### config.mk
export PLATFORM = sky130hd
export DESIGN_NAME = commit_queue_ctrl_flat
export DESIGN_NICKNAME = d
export VERILOG_FILES = /design/src/rtl/commit_queue_ctrl_pkg.sv /design/src/rtl/commit_queue_ctrl_if.sv /design/src/rtl/cmt_retire_sel.sv /design/src/rtl/commit_queue_ctrl.sv /design/src/flat_wrapper.sv
export SDC_FILE = /design/constraint.sdc
export NUM_CORES = 1
export LEC_CHECK = 0
export CAP_MARGIN = 20
export CORE_UTILIZATION = 45
export DETAILED_ROUTE_END_ITERATION = 12
export HOLD_SLACK_MARGIN = 0.08
export MAX_ROUTING_LAYER = met4
export PLACE_DENSITY = 0.65
export SLEW_MARGIN = 20
export SYNTH_ARGS = -nofsm -noshare
export SYNTH_HDL_FRONTEND = slang
export SYNTH_SLANG_ARGS = --single-unit
### constraint.sdc
create_clock -name clk -period 7.58 [get_ports clk]
set_clock_uncertainty 0.15 [all_clocks]
set_input_delay 0.758 -clock clk [delete_from_list [all_inputs] [get_ports clk]]
set_output_delay 0.758 -clock clk [all_outputs]
set_load 0.005 [all_outputs]
### src/rtl/commit_queue_ctrl_pkg.sv
// Shared commit-path types: register/result widths, the commit request record and queue depth.
// Latency: none (types and constants only).
// Backpressure: none (types and constants only).
package commit_queue_ctrl_pkg;

    localparam int REG_ADDR  = 5;
    localparam int REG_WIDTH = 32;
    localparam int CMT_QUEUE_DEPTH = 8;

    typedef logic bool;

    typedef struct packed {
        bool                  write_reg_need;
        logic [REG_ADDR-1:0]  write_reg_addr;
        logic [REG_WIDTH-1:0] result;
    } CMT_REQUIRE;

    // Idle value driven on an unused commit slot.
    localparam CMT_REQUIRE CMT_ZERO = '0;

endpackage

### src/rtl/commit_queue_ctrl_if.sv
// Execute-lane enqueue and commit-stage presentation signals of the commit queue.
// Latency: none (wiring only).
// Backpressure: enq_ready from the queue; cmt_stall from the commit stage.
interface commit_queue_ctrl_if;
    import commit_queue_ctrl_pkg::*;

    logic [1:0]       enq_valid;
    CMT_REQUIRE [1:0] enq_req;
    logic             enq_ready;
    logic             cmt_stall;
    logic             flush;
    CMT_REQUIRE [1:0] cmt_require;
    logic [1:0]       retire_cnt;
    logic             empty;

    // Producer / commit-stage side.
    modport master (
        output enq_valid, enq_req, cmt_stall, flush,
        input  enq_ready, cmt_require, retire_cnt, empty
    );

    // Queue side.
    modport slave (
        input  enq_valid, enq_req, cmt_stall, flush,
        output enq_ready, cmt_require, retire_cnt, empty
    );
endinterface

### src/rtl/cmt_retire_sel.sv
// Picks which of the two oldest entries go to the commit stage; splits same-address pairs.
// Latency: purely combinational.
// Backpressure: hold (stall or flush) forces retire_cnt to 0 while still presenting slots.
module cmt_retire_sel
    import commit_queue_ctrl_pkg::*;
#(
    parameter int CNT_W = 4
) (
    input  CMT_REQUIRE       head0,
    input  CMT_REQUIRE       head1,
    input  logic [CNT_W-1:0] count,
    input  logic             hold,
    output CMT_REQUIRE [1:0] slot,
    output logic [1:0]       retire_cnt
);

    logic have1;
    logic have2;
    logic split;

    // Slot selection and retire count; slot1 only ever accompanies slot0.
    always_comb begin
        slot       = {CMT_ZERO, CMT_ZERO};
        retire_cnt = 2'd0;
        have1      = (count != '0);
        have2      = (count >= CNT_W'(2));
        split      = have2 && (head0.write_reg_addr == head1.write_reg_addr);
        if (have1) begin
            slot[0] = head0;
        end
        if (have2 && !split) begin
            slot[1] = head1;
        end
        if (have1 && !hold) begin
            retire_cnt = (have2 && !split) ? 2'd2 : 2'd1;
        end
    end

endmodule

### src/rtl/commit_queue_ctrl.sv
// In-order commit queue: buffers two-lane completions, presents up to two head entries (CMT_QUEUE_STAT_EN adds counters).
// Latency: entry enqueued at edge N is presented in cycle N+1 and may retire at edge N+1.
// Backpressure: enq_ready low when fewer than 2 entries free (inputs ignored); cmt_stall holds retirement.
module commit_queue_ctrl
    import commit_queue_ctrl_pkg::*;
#(
    parameter int DEPTH = CMT_QUEUE_DEPTH,
    parameter int CNT_W = $clog2(DEPTH) + 1
) (
    input  logic                clk,
    input  logic                resetn,
    commit_queue_ctrl_if.slave  cq
`ifdef CMT_QUEUE_STAT_EN
    ,
    output logic [31:0]         stat_retired,
    output logic [31:0]         stat_split
`endif
);

    localparam int PTR_W = $clog2(DEPTH);

    CMT_REQUIRE       mem [DEPTH];
    logic [PTR_W-1:0] head;
    logic [PTR_W-1:0] tail;
    logic [PTR_W-1:0] head_nx1;
    logic [PTR_W-1:0] tail_nx1;
    logic [CNT_W-1:0] count;
    logic [CNT_W-1:0] count_next;
    logic [1:0]       enq_n;
    logic [1:0]       retire_cnt;
    CMT_REQUIRE [1:0] slot;

    assign head_nx1     = head + PTR_W'(1);
    assign tail_nx1     = tail + PTR_W'(1);
    assign cq.enq_ready = ((CNT_W'(DEPTH) - count) >= CNT_W'(2));
    assign cq.empty     = (count == '0);
    assign cq.cmt_require = slot;
    assign cq.retire_cnt  = retire_cnt;
    assign count_next   = count + CNT_W'(enq_n) - CNT_W'(retire_cnt);

    // Number of lanes accepted this cycle; the illegal {1,0} pattern enqueues nothing.
    always_comb begin
        enq_n = 2'd0;
        if (cq.enq_ready) begin
            case (cq.enq_valid)
                2'b01:   enq_n = 2'd1;
                2'b11:   enq_n = 2'd2;
                default: enq_n = 2'd0;
            endcase
        end
    end

    cmt_retire_sel #(
        .CNT_W (CNT_W)
    ) u_retire_sel (
        .head0      (mem[head]),
        .head1      (mem[head_nx1]),
        .count      (count),
        .hold       (cq.cmt_stall | cq.flush),
        .slot       (slot),
        .retire_cnt (retire_cnt)
    );

    // Pointer and occupancy update; flush discards same-cycle enqueue and retire.
    always_ff @(posedge clk) begin
        if (!resetn || cq.flush) begin
            head  <= '0;
            tail  <= '0;
            count <= '0;
        end else begin
            head  <= head + PTR_W'(retire_cnt);
            tail  <= tail + PTR_W'(enq_n);
            count <= count_next;
        end
    end

    // Entry storage; contents are only read once written, so no reset is needed.
    always_ff @(posedge clk) begin
        if (resetn && !cq.flush) begin
            if (enq_n != 2'd0) begin
                mem[tail] <= cq.enq_req[0];
            end
            if (enq_n == 2'd2) begin
                mem[tail_nx1] <= cq.enq_req[1];
            end
        end
    end

`ifdef CMT_QUEUE_STAT_EN
    // Retirement statistics; survive flush. One retired entry with two or more
    // buffered means the pair was split on a shared destination.
    always_ff @(posedge clk) begin
        if (!resetn) begin
            stat_retired <= '0;
            stat_split   <= '0;
        end else begin
            stat_retired <= stat_retired + 32'(retire_cnt);
            if (retire_cnt == 2'd1 && count >= CNT_W'(2)) begin
                stat_split <= stat_split + 32'd1;
            end
        end
    end
`endif

endmodule

### src/flat_wrapper.sv
// flat-port wrapper written by rule: the top's interface ports become plain ports
module commit_queue_ctrl_flat import commit_queue_ctrl_pkg::*;
#(
    parameter int DEPTH = CMT_QUEUE_DEPTH,
    parameter int CNT_W = $clog2(DEPTH) + 1
)
  (clk, resetn, cq_enq_valid, cq_enq_req, cq_cmt_stall, cq_flush, cq_enq_ready, cq_cmt_require, cq_retire_cnt, cq_empty);
  commit_queue_ctrl_if cq_i ();
  input  logic clk;
  input  logic resetn;
  input wire logic [$bits(cq_i.enq_valid)-1:0] cq_enq_valid;
  input wire logic [$bits(cq_i.enq_req)-1:0] cq_enq_req;
  input wire logic [$bits(cq_i.cmt_stall)-1:0] cq_cmt_stall;
  input wire logic [$bits(cq_i.flush)-1:0] cq_flush;
  output wire logic [$bits(cq_i.enq_ready)-1:0] cq_enq_ready;
  output wire logic [$bits(cq_i.cmt_require)-1:0] cq_cmt_require;
  output wire logic [$bits(cq_i.retire_cnt)-1:0] cq_retire_cnt;
  output wire logic [$bits(cq_i.empty)-1:0] cq_empty;
  assign cq_i.enq_valid = cq_enq_valid;
  assign cq_i.enq_req = cq_enq_req;
  assign cq_i.cmt_stall = cq_cmt_stall;
  assign cq_i.flush = cq_flush;
  assign cq_enq_ready = cq_i.enq_ready;
  assign cq_cmt_require = cq_i.cmt_require;
  assign cq_retire_cnt = cq_i.retire_cnt;
  assign cq_empty = cq_i.empty;
  commit_queue_ctrl #(.DEPTH(DEPTH), .CNT_W(CNT_W)) u_core (.clk(clk), .resetn(resetn), .cq(cq_i));
endmodule
* Yosys cells after proc, flatten, opt, wreduce, memory -nomap -nowiden
Memories as Yosys holds them, arrays and structs flattened. A register that Yosys moved wholly into a read port is not among the register bits.
Index checks and enable logic that the tools add are counted.
** Operators by class
- Add/sub/neg operators :: 7
- $mul :: 0
- Divide/modulo/power cells :: 0
- Order comparisons :: 2
- Equal/unequal tests :: 4
- Shift-type cells :: 0
- Multiplexer cells :: 13
- Bitwise gates (word level) :: 1
- Reductions and logical operators :: 12
** Operators with widths (number)
- $mux W38 :: 2
- $ge A4 B2 Y1 const B :: 2
- $add A3 B1 Y3 const B :: 2
- $add A3 B2 Y3 :: 2
- $mux W1 :: 6
- $mux W2 :: 3
- $eq A5 B5 Y1 :: 1
- $add A4 B2 Y4 :: 1
- $eq A2 B2 Y1 const B :: 2
- $logic_and A1 B1 Y1 :: 4
- $logic_not A1 Y1 :: 4
- $logic_not A4 Y1 :: 1
- $pmux W2 S2 :: 1
- $reduce_bool A4 Y1 :: 1
- $sub A4 B2 Y4 :: 1
- $sub A4 B4 Y4 const A :: 1
- $mux W3 :: 1
- $eq A2 B1 Y1 const B :: 1
- $reduce_bool A2 Y1 :: 1
- $logic_or A1 B1 Y1 :: 1
- $or A1 B1 Y1 :: 1
** Word-level totals
- Flip-flop bits (word level) :: 10
- Latch bits :: 0
- Bits in writable memories :: 304
- ROM bits :: 0
- Input port bits :: 82
- Word-level logic and storage cells :: 43
- Memories kept :: 1
** Memory list
- u_core.mem :: depth 8, width 38, read ports 2, clocked after Yosys merged registers in 1, write ports 2, RTL line commit_queue_ctrl.sv:22 : CMT_REQUIRE mem [DEPTH];

* Logic depth before layout (Yosys ltp)
An unclocked memory read counts as a cell.
- Word-level depth :: 10
- Depth in mapped cells :: 17
- Depth with buffers taken out :: 14

* Hierarchy
Synthesis repeated with hierarchy kept, for this count alone.
** Unflattened totals
- Cell total of the unflattened synthesis :: 1125
- Area, all modules :: 19553.8 um^2
** Modules (own cells, without submodules)
- commit_queue_ctrl :: instances 1, cells an instance 1026, area an instance 18785.5 um^2, seq. area each 9328.9 um^2
- cmt_retire_sel :: instances 1, cells an instance 99, area an instance 768.2 um^2, seq. area each 0.0 um^2

* Least setup slack after synthesis
Ideal clock, no wire load.
- Kind :: input to register
- From :: input port resetn
- To :: memory u_core.mem[1][0] in the netlist's numbering (enable)
- Library setup time :: 0.491 ns
- Data arrival time :: 4.082 ns
- Required time :: 6.939 ns
- Setup slack :: 2.857 ns
- Stages :: 3
- Buffers on the path :: 0
- Cell sequence :: nor2b_1 -> nand4_2 -> o31ai_1
** RTL lines
- start, declared :: RTL line flat_wrapper.sv:10 : input logic resetn;
- end, declared :: RTL line commit_queue_ctrl.sv:22

* Worst setup path in the final report
- From :: register u_core.head[1]
- To :: output port cq_cmt_require[51]
** Between the ends
- Longest elaborated chain between the ends :: 7
** RTL lines
- start, declared :: RTL line commit_queue_ctrl.sv:23 : logic [PTR_W-1:0] head;
- start signal, assigned :: RTL line commit_queue_ctrl.sv:71 : head <= head + PTR_W'(retire_cnt);
- $add A3 B1 Y3 (*) :: RTL line commit_queue_ctrl.sv:33 : assign head_nx1 = head + PTR_W'(1);
- $mem_v2 Z8 W38 (*)
- $eq A5 B5 Y1 :: RTL line cmt_retire_sel.sv:27 : split = have2 && (head0.write_reg_addr == head1.write_reg_addr);
- $logic_and A1 B1 Y1 :: RTL line cmt_retire_sel.sv:27
- $logic_not A1 Y1 :: RTL line cmt_retire_sel.sv:31 : if (have2 && !split) begin
- $logic_and A1 B1 Y1 :: RTL line cmt_retire_sel.sv:31
- $mux W38 (*) :: RTL line cmt_retire_sel.sv:31
- end, declared :: RTL line flat_wrapper.sv:16 : output wire logic [$bits(cq_i.cmt_require)-1:0] cq_cmt_require;
Every way passes the cells marked *; elsewhere a longest branch is shown, timed or not.

==> results.cfg <==
[final_layout]
fillers = 3372
mostFrequentLayoutCells = mux2_2, edfxtp_1, clkdlybuf4s50_1
area_growth_pct = 17.6
drive_gt1_share_pct = 43.4
post-route-util_pct = 53.9
final_nets = 1369
fin_area_um2 = 22200
final_cell_count_no_fill = 1829

[floorplan]
pin_count = 162
floorplan.die_area_um2 = 42700
rows = 74
die_height_um = 207
core-area_um2 = 41100
start_util_pct = 45.8
die_x_um = 207

[sta]
setup_tns_ns = 0
fmax_ghz = 0.163
max-slew-margin-rel_pct = 30.4
hold_violations = 0
slew_violations = 0
worst_slack_ns = 1.44
rsz0062_at_grt = false
timing.final.crit_share_pct = 81.0
setup_viol = 0
finalCriticalPeriod_ns = 6.14
tightest_slew_ns = 1.04

[synth]
synth_nets = 1237
synth_mux_area_share_pct = 42.1
synth_edf_count = 304
yosysTopAreaCell = edfxtp_1
synth_top_family_by_area = multiplexers
yosys_register_bits = 314
syn_area_um2 = 18800
synth_fa_ha_area_share_pct = 1.22
synthTopCellsByArea = edfxtp_1, mux4_2, mux2_2, mux2i_1, nor3_1
synthArstFlopShare_pct = 0
synth-xor-area-share_pct = 0.883
synth_flop_cell = edfxtp_1
yosysWarnings = 0
yosysTopAreaCellShare_pct = 48.4
synth-simple-area-share_pct = 3.10
syn_inst = 1139
synth_compound_area_share_pct = 0.518
ys_types = 39
synth_seq_area_share_pct = 49.5
syn_area_per_cell_um2 = 16.5

[critical_path]
regToRegSetupSlack_ns = 1.95
criticalPathCategory = flop to output port
critical-path-max-stage-delay_ns = 0.92
r2r_cells = 14
cp_max_fo = 51
cp_num_buf_inv = 2
critPathSlowestCell = ha_4
r2r-start = u_core.head[1]
reg2reg_to = u_core.count[3]
path_cells = ha_4, mux2i_1, mux4_2, xnor2_1, or4_4, a22oi_4, buf_4, nor3_1, clkdlybuf4s50_1
critPathArrivalTime_ns = 5.23
crit_family = buffers and inverters
start_kind = flop
end_kind = output port
required_ns = 6.67

[clock_network]
path_clk_slew_ns = 0.06
cts_root_buffer = clkbuf_16
clockBufferDepth = 3
cts_sinks = 314
cts_setup_buffers = 0
htree_levels = 2
numCtsBuffers = 38
hold_buffers = 0
cts_resized = 0
worstSkewPairLatency_ns = 0.54
cts_tree = built

[place]
place_congestion = 0.821
dp_slack_ns = 1.96
port_buffers = 161
dpl_cell_area_um2 = 21000
dpl.hpwl_um = 27600
dp_cells = 1763

[pwr]
netSwitchingPower_w = 0.00154
p_int_w = 0.00384
p_clk_share_pct = 32.3
combPwrFrac_pct = 30.4
pwr-share-seq_pct = 37.3
vdd_drop_max_uv = 233
swShare_pct = 28.6
cellLeakagePower_nw = 6.73
power_density_nw_per_um2 = 243

[job]
cap_violations = 0

[worst_hold_path]
whs_endpoint = u_core.tail[0]
holdPathStages = 2
hp-start = u_core.tail[0]
hp-class = flop to flop

[outcome]
violations = DRC
status = finished, violations left

[global_route]
gr-total-overflow = 0
grt_max_degree = 152
grtUsageTotal_pct = 25.4
antenna_found_initial = 2
grt_first_pass_wirelength_um = 75200
grt_pass1_vias = 11700

[route]
routed_via_density = 6.19
finalWirelength_um = 51700
vias = 11300
drc = 10
antenna_left = 0
wl_per_cell_um = 28.3
drt_pre_antenna_iters = 9
drt_iter0_drc = 935
-- kinds of logic (layout without fill, tap and decap cells) --
logic type / Yosys count / after routing
xor gates and xnor gates: 19 / 19
buffers and inverters: 103 / 259
DFF: 314 / 314
AOI/OAI and AO/OA: 12 / 12
muxes: 556 / 556
other: 0 / 2
adders and majority gates: 16 / 16
and+or+nand+nor: 119 / 119
-- tightest hold or removal path: stages (launching register included) --
cell     delay, ns
dfxtp_1       0.41
ha_1          0.15
and2_1        0.10
-- registers in the layout (all words and copies together), names as in the netlist --
| signal | count |
|---|---|
| u_core.count | 4 |
| u_core.mem | 304 |
| u_core.tail | 3 |
| u_core.head | 3 |
-- metal layers --
metal | wire length, um | GRT usage (%) | vias to the layer above
met5 | 0 | - | -
met4 | 1140 | 6.57 | 0
met3 | 3050 | 4.18 | 74
met2 | 25900 | 42.0 | 390
met1 | 21700 | 32.5 | 5921
li1 | - | - | 4933
-- cell type report --
| type | count | area (um^2) | share of cell area (%) |
|---|---|---|---|
| diodes | 2 | 5.00 | 0.0226 |
| clock buffers | 50 | 1040 | 4.68 |
| clock inverters | 14 | 118 | 0.530 |
| inverters | 12 | 45.0 | 0.203 |
| multi-input cells | 722 | 9170 | 41.4 |
| flip-flops and latches | 314 | 9340 | 42.1 |
| well taps | 532 | 666 | 3.00 |
| repair buffers | 183 | 1790 | 8.07 |
-- metrics by stage --
stage          total power (W)  hold slack, ns
3_3_place_gp           0.00367           0.524
2_1_floorplan          0.00286           0.418
5_1_grt                0.00560           0.585
6_report               0.00538           0.538
4_1_cts                0.00543           0.547
3_5_place_dp           0.00368           0.537
-- cells in the mapped netlist (11+ instances only) --
cell type	n
buf_1	14
nor2_1	45
nor3_1	45
ha_1	12
mux4_2	159
mux2_2	304
clkbuf_1	29
mux2i_1	93
buf_2	33
edfxtp_1	304
inv_1	11
-- power by group through the flow --
stage / logic (W) / clock network (W) / registers [W]
after floorplan: 0.000834 / 0 / 0.00203
after global placement: 0.00163 / 0 / 0.00204
after detailed placement: 0.00164 / 0 / 0.00204
after CTS: 0.00165 / 0.00177 / 0.00200
after global routing: 0.00176 / 0.00183 / 0.00201
final: 0.00164 / 0.00174 / 0.00200
-- worst max path at each step --
stage / start / to / slack [ns] / depth (start not counted)
finish: u_core.head[1] / cq_cmt_require[51] / 1.44 / 9
global route: u_core.head[1] / cq_cmt_require[64] / 1.24 / 9
CTS: u_core.head[1] / cq_cmt_require[51] / 1.41 / 9
detailed placement: u_core.head[1] / u_core.count[3] / 1.96 / 14
global placement: u_core.head[1] / u_core.count[3] / 2.01 / 14
floorplan: resetn / u_core.mem[1][0] / 2.86 / 3
Note: power is estimated with default switching activity, not from simulation.
